`config.mk`:
```
export PLATFORM = sky130hd
export DESIGN_NAME = polyphase_tap_buffer
export DESIGN_NICKNAME = d
export VERILOG_FILES = /design/src/rtl/resamp_pkg.sv /design/src/rtl/resamp_phase_acc.sv /design/src/rtl/polyphase_tap_buffer.sv
export SDC_FILE = /design/constraint.sdc
export NUM_CORES = 1
export LEC_CHECK = 0
export CAP_MARGIN = 20
export CELL_PAD_IN_SITES_DETAIL_PLACEMENT = 1
export CELL_PAD_IN_SITES_GLOBAL_PLACEMENT = 1
export CORE_UTILIZATION = 49
export DETAILED_ROUTE_END_ITERATION = 8
export GPL_TIMING_DRIVEN = 0
export HOLD_SLACK_MARGIN = 0.12
export PLACE_DENSITY = 0.8
export SKIP_CTS_REPAIR_TIMING = 1
export SKIP_LAST_GASP = 1
export SLEW_MARGIN = 10
export SYNTH_ARGS = -nofsm -noshare
export SYNTH_HDL_FRONTEND = slang
export SYNTH_HIERARCHICAL = 1
export SYNTH_SLANG_ARGS = --single-unit
```
`constraint.sdc`:
```
create_clock -name clk -period 5.7 [get_ports clk]
set_clock_uncertainty 0.2 [all_clocks]
set_input_delay 0.57 -clock clk [delete_from_list [all_inputs] [get_ports clk]]
set_output_delay 0.57 -clock clk [all_outputs]
set_load 0.005 [all_outputs]
```
`src/rtl/resamp_pkg.sv`:
```
// rtl/resamp_pkg.sv - shared defaults, state encoding and helpers for the polyphase resampler
//
// Purpose: default parameter values for the tap buffer, its two-state
// FSM encoding, and a constant clog2 used to size stream counters.
// Ports: none (package).

package resamp_pkg;

    localparam int DWIDTH_DEF     = 16;
    localparam int NR_STREAMS_DEF = 16;
    localparam int NR_TAPS_DEF    = 4;
    localparam int L_DEF          = 160;
    localparam int M_DEF          = 147;
    localparam int PHASE_BITS_DEF = 8;

    // LOAD gathers one input frame, EMIT streams the tap windows out.
    localparam logic [0:0] ST_LOAD = 1'b0;
    localparam logic [0:0] ST_EMIT = 1'b1;

    function automatic int clog2(input int value);
        int result;
        result = 0;
        for (int i = 0; i < 31; i++) begin
            if ((1 << i) < value) begin
                result = i + 1;
            end
        end
        return result;
    endfunction

endpackage

```
`src/rtl/resamp_phase_acc.sv`:
```
// rtl/resamp_phase_acc.sv - L/M phase accumulator deciding consume versus re-emit
//
// Purpose: holds the coefficient phase. Each output frame end (step) adds M;
// when the sum reaches L the phase wraps by L and a new input frame is needed.
// Ports:
//   clk, rst   clock, synchronous active-high reset (acc cleared)
//   step       end-of-output-frame strobe
//   acc        current phase, 0..L-1
//   shift_req  acc+M >= L, i.e. the frame ending now must be followed by a load

module resamp_phase_acc
    import resamp_pkg::*;
#(
    parameter int L          = L_DEF,
    parameter int M          = M_DEF,
    parameter int PHASE_BITS = PHASE_BITS_DEF
) (
    input  logic                  clk,
    input  logic                  rst,
    input  logic                  step,
    output logic [PHASE_BITS-1:0] acc,
    output logic                  shift_req
);

    // One extra bit so acc+M never overflows before the compare against L.
    logic [PHASE_BITS:0] sum;

    assign sum       = {1'b0, acc} + (PHASE_BITS + 1)'(M);
    assign shift_req = (sum >= (PHASE_BITS + 1)'(L));

    always_ff @(posedge clk) begin
        if (rst) begin
            acc <= '0;
        end else if (step) begin
            if (shift_req) begin
                acc <= PHASE_BITS'(sum - (PHASE_BITS + 1)'(L));
            end else begin
                acc <= sum[PHASE_BITS-1:0];
            end
        end
    end

endmodule

```
`src/rtl/polyphase_tap_buffer.sv`:
```
// rtl/polyphase_tap_buffer.sv - multi-stream tap window buffer feeding the polyphase MAC
//
// Purpose: collects round-robin interleaved samples into per-stream delay
// lines and emits every stream's tap window together with the coefficient
// phase; the phase accumulator decides when a fresh input frame is consumed.
// Ports:
//   clk, rst            clock, synchronous active-high reset
//   req_in/ack_in       sample handshake, data_in taken when both high
//   data_in             sample for the stream currently being filled
//   req_out/ack_out     window handshake, word retired when both high
//   data_out            window[out_stream], tap t at [t*DWIDTH +: DWIDTH], tap 0 newest
//   out_stream          stream index of data_out
//   out_phase           coefficient phase for this output frame

module polyphase_tap_buffer
    import resamp_pkg::*;
#(
    parameter int DWIDTH         = DWIDTH_DEF,
    parameter int NR_STREAMS     = NR_STREAMS_DEF,
    parameter int NR_STREAMS_LOG = clog2(NR_STREAMS_DEF),
    parameter int NR_TAPS        = NR_TAPS_DEF,
    parameter int L              = L_DEF,
    parameter int M              = M_DEF,
    parameter int PHASE_BITS     = PHASE_BITS_DEF
) (
    input  logic                      clk,
    input  logic                      rst,
    output logic                      req_in,
    input  logic                      ack_in,
    input  logic [DWIDTH-1:0]         data_in,
    output logic                      req_out,
    input  logic                      ack_out,
    output logic [NR_TAPS*DWIDTH-1:0] data_out,
    output logic [NR_STREAMS_LOG-1:0] out_stream,
    output logic [PHASE_BITS-1:0]     out_phase
);

    localparam logic [NR_STREAMS_LOG-1:0] LAST_STREAM = NR_STREAMS_LOG'(NR_STREAMS - 1);

    logic [0:0]                state;
    logic                      live;
    logic [NR_STREAMS_LOG-1:0] in_cnt;
    logic [DWIDTH-1:0]         win [NR_STREAMS][NR_TAPS];

    logic in_xfer;
    logic out_xfer;
    logic in_last;
    logic out_last;
    logic shift_req;

    // live keeps req_in low while rst is held even though state already reads LOAD.
    assign req_in   = live && (state == ST_LOAD);
    assign req_out  = live && (state == ST_EMIT);
    assign in_xfer  = req_in && ack_in;
    assign out_xfer = req_out && ack_out;
    assign in_last  = in_xfer && (in_cnt == LAST_STREAM);
    assign out_last = out_xfer && (out_stream == LAST_STREAM);

    resamp_phase_acc #(
        .L          (L),
        .M          (M),
        .PHASE_BITS (PHASE_BITS)
    ) u_phase_acc (
        .clk       (clk),
        .rst       (rst),
        .step      (out_last),
        .acc       (out_phase),
        .shift_req (shift_req)
    );

    always_ff @(posedge clk) begin
        if (rst) begin
            state      <= ST_LOAD;
            live       <= 1'b0;
            in_cnt     <= '0;
            out_stream <= '0;
            for (int s = 0; s < NR_STREAMS; s++) begin
                for (int t = 0; t < NR_TAPS; t++) begin
                    win[s][t] <= '0;
                end
            end
        end else begin
            live <= 1'b1;

            if (in_xfer) begin
                for (int t = NR_TAPS - 1; t > 0; t--) begin
                    win[in_cnt][t] <= win[in_cnt][t-1];
                end
                win[in_cnt][0] <= data_in;
                in_cnt <= in_last ? '0 : in_cnt + NR_STREAMS_LOG'(1);
                if (in_last) begin
                    state <= ST_EMIT;
                end
            end

            if (out_xfer) begin
                out_stream <= out_last ? '0 : out_stream + NR_STREAMS_LOG'(1);
                // Without a shift the same windows go out again at the new phase.
                if (out_last && shift_req) begin
                    state <= ST_LOAD;
                end
            end
        end
    end

    always_comb begin
        data_out = '0;
        for (int t = 0; t < NR_TAPS; t++) begin
            data_out[t*DWIDTH +: DWIDTH] = win[out_stream][t];
        end
    end

endmodule

```
==> results.json <==
{
  "first_iter_violations": 7139,
  "dpl_cell_area_um2": 58200,
  "fin_tns_setup_ns": 0,
  "p_sw_share_pct": 25.2,
  "drv_cap": 0,
  "rr_endpoint": "win[7][34]",
  "min_from": "in_cnt[1]",
  "holdWs_ns": 0.371,
  "vias": 40761,
  "antenna_found_initial": 12,
  "cts_tree": "done",
  "slew-limit-headroom_pct": 11.7,
  "die-area_um2": 113000,
  "dieHeight_um": 336,
  "fin_crit_sh_pct": 94.9,
  "power_switching_w": 0.00462,
  "syn_nets": 3473,
  "worstPathRequired_ns": 4.93,
  "nNetsFinal": 3722,
  "place_congestion": 0.991,
  "cts_buffers": 113,
  "grt.overflow.total": 0,
  "seqCellArea_um2": 31300,
  "ant_nets": 0,
  "area_growth_pct": 13.5,
  "timing.final.ws_setup_ns": 0.293,
  "grt.total_usage_pct": 39.4,
  "status": "finished, final reports clean",
  "drc": 0,
  "netlist_top_cells_area": "edfxtp_1 (56%), mux4_2 (18%), o22ai_1 (8.8%), mux2i_4 (4.0%), and2_1 (3.0%)",
  "seqPwrFrac_pct": 48.4,
  "die_x_um": 336,
  "portBuffers": 97,
  "r2r_slack_ns": 1.66,
  "clkPwrFrac_pct": 42.3,
  "yosysWarningCount": 6,
  "grt_pass1_wl_mm": 311,
  "fin_area_um2": 62000,
  "drv_slew": 0,
  "finalCriticalPeriod_ns": 5.41,
  "postSynthCellCount": 3445,
  "ys_ff_latch": 1050,
  "internal_power_w": 0.0137,
  "grt_setup_unrepaired": "false",
  "htreeDepth": 3,
  "grt_max_degree": 39,
  "whs_path_depth": 2,
  "place_hpwl_mm": 149,
  "pin_count": 98,
  "grt_pass1_vias": 41944,
  "synth_edf_count": 1024,
  "power_density_nw_per_um2": 296,
  "rr_worst_depth": 6,
  "hold_viol": 0,
  "dpl_worst_slack_ns": 1.23,
  "synth_flop_cell": "edfxtp_1",
  "finalSetupViolCount": 0,
  "crit_fanout": 10,
  "cts.sinks": 1050,
  "hp-class": "flop to flop",
  "cts_root_buffer": "clkbuf_16",
  "start_util_pct": 49.4,
  "drtPass1Iterations": 7,
  "combPwrFrac_pct": 9.3,
  "p_leak_nw": 19.7,
  "core_region_area_um2": 111000,
  "drive_gt1_share_pct": 25.7,
  "avgViaCountPerCell": 7.72,
  "synth_area_um2": 54600,
  "r2r_start": "in_cnt[3]",
  "clk_latency_ns": 0.76,
  "path_clk_slew_ns": 0.06,
  "fillerInstances": 10181,
  "synth_commonest_cells": "edfxtp_1 (1024), o22ai_1 (768), mux4_2 (448), and2_1 (258), clkbuf_1 (248)",
  "min_to": "in_cnt[1]",
  "clockBufferDepth": 3,
  "row_count": 122,
  "crit_arrival_ns": 4.64,
  "ys_seq_area_share_pct": 57.2,
  "worst_slew_pin_slew_ns": 1.32,
  "synth_top_area_share_pct": 56.3,
  "crit_path_end_kind": "output port",
  "routed_wl_mm": 221,
  "yosysMostFrequentCell": "edfxtp_1",
  "synth_top_cell_by_area": "edfxtp_1",
  "wire_per_inst_um": 41.9,
  "fmax_mhz": 185,
  "multiInputGateArea_um2": 21200,
  "avgSynthCellArea_um2": 15.9,
  "synth_cell_types": 57,
  "ir_worst_vdd_mv": 0.233,
  "start_kind": "flop",
  "synth_async_sr_flop_share_pct": 0,
  "path_class": "flop to output port"
}
[worst max-delay path by stage]
stage / endpoint / slack [ns] / depth (start not counted)
after detailed placement: win[7][34] / 1.23 / 7
after floorplan: win[15][0] / 1.22 / 3
after global placement: win[15][35] / -2.78 / 4
final: data_out[22] / 0.29 / 6
after CTS: data_out[25] / 0.85 / 8
after global routing: data_out[24] / 0.39 / 8
[per-stage QoR]
stage,power (W),utilization (%),instances
4_1_cts,0.0182,56.0,5275
6_report,0.0184,56.0,5282
5_1_grt,0.0185,56.0,5279
3_5_place_dp,0.0106,52.6,5065
2_1_floorplan,0.00994,-,3445
3_3_place_gp,0.0105,51.9,5030
[final cells by class]
cell class	instances	share of cell area [%]
antenna	5	0.0202
buffer	444	3.66
clock inverter	84	1.30
sequential	1050	50.4
inverter	13	0.0787
timing repair buffer	134	2.63
tap	1488	3.00
multi-input combinational	1938	34.1
clock buffer	126	4.77
[layout by cell type, fill, tap and decap left out, drive strengths merged, types with 13 or more instances in the layout]
master	instances
edfxtp	1024
o22ai	768
mux4	448
clkbuf	374
and2	258
buf	233
a22oi	128
mux2i	99
clkdlybuf4s50	97
nand2	71
clkinv	57
nand3	36
dfxtp	26
nor3	18
or2	17
inv	17
bufinv	15
nor2	13
[power groups by stage]
stage / combinational (W) / sequential [W] / clock, W
2_1_floorplan: 0.000987 / 0.00896 / 0
3_3_place_gp: 0.00152 / 0.00902 / 0
3_5_place_dp: 0.00162 / 0.00903 / 0
4_1_cts: 0.00163 / 0.00887 / 0.00768
5_1_grt: 0.00172 / 0.00889 / 0.00793
6_report: 0.00171 / 0.00888 / 0.00776
[logic make-up (layout without fill, tap and decap cells)]
family / after synthesis / after routing / share of synthesized area [%]
DFF: 1050 / 1050 / 57.2
AOI/OAI and AO/OA: 930 / 930 / 11.0
muxes: 548 / 548 / 22.5
buffers and inverters: 457 / 801 / 4.23
and+or+nand+nor: 446 / 446 / 4.73
adders and majority gates: 8 / 8 / 0.183
xor gates and xnor gates: 6 / 6 / 0.0962
other: 0 / 5 / 0
[registers in the layout (all words and copies together), names as in the netlist, named ones only]
signal           flops
in_cnt               4
state                1
win               1024
out_stream           4
u_phase_acc/acc      8
live                 1
[metal layers]
metal  part of all wire [%]  track usage, %  wire (um)  up-vias
met5                  0.048               0        106        -
met1                     32            46.8      70700    20553
met3                     15            14.9      33500     1073
met4                    7.9            26.6      17500       16
met2                     45            59.7      99600     4033
li1                       -               -          -    15086
[worst max-delay path, cell delays in order (launching register included)]
cell	delay, ns
dfxtp_1	0.48
clkbuf_2	0.65
clkbuf_1	0.85
mux4_2	0.41
a22oi_1	0.70
nand2_1	0.27
clkdlybuf4s50_1	0.51
No activity file was read; power rests on OpenSTA's default activity.
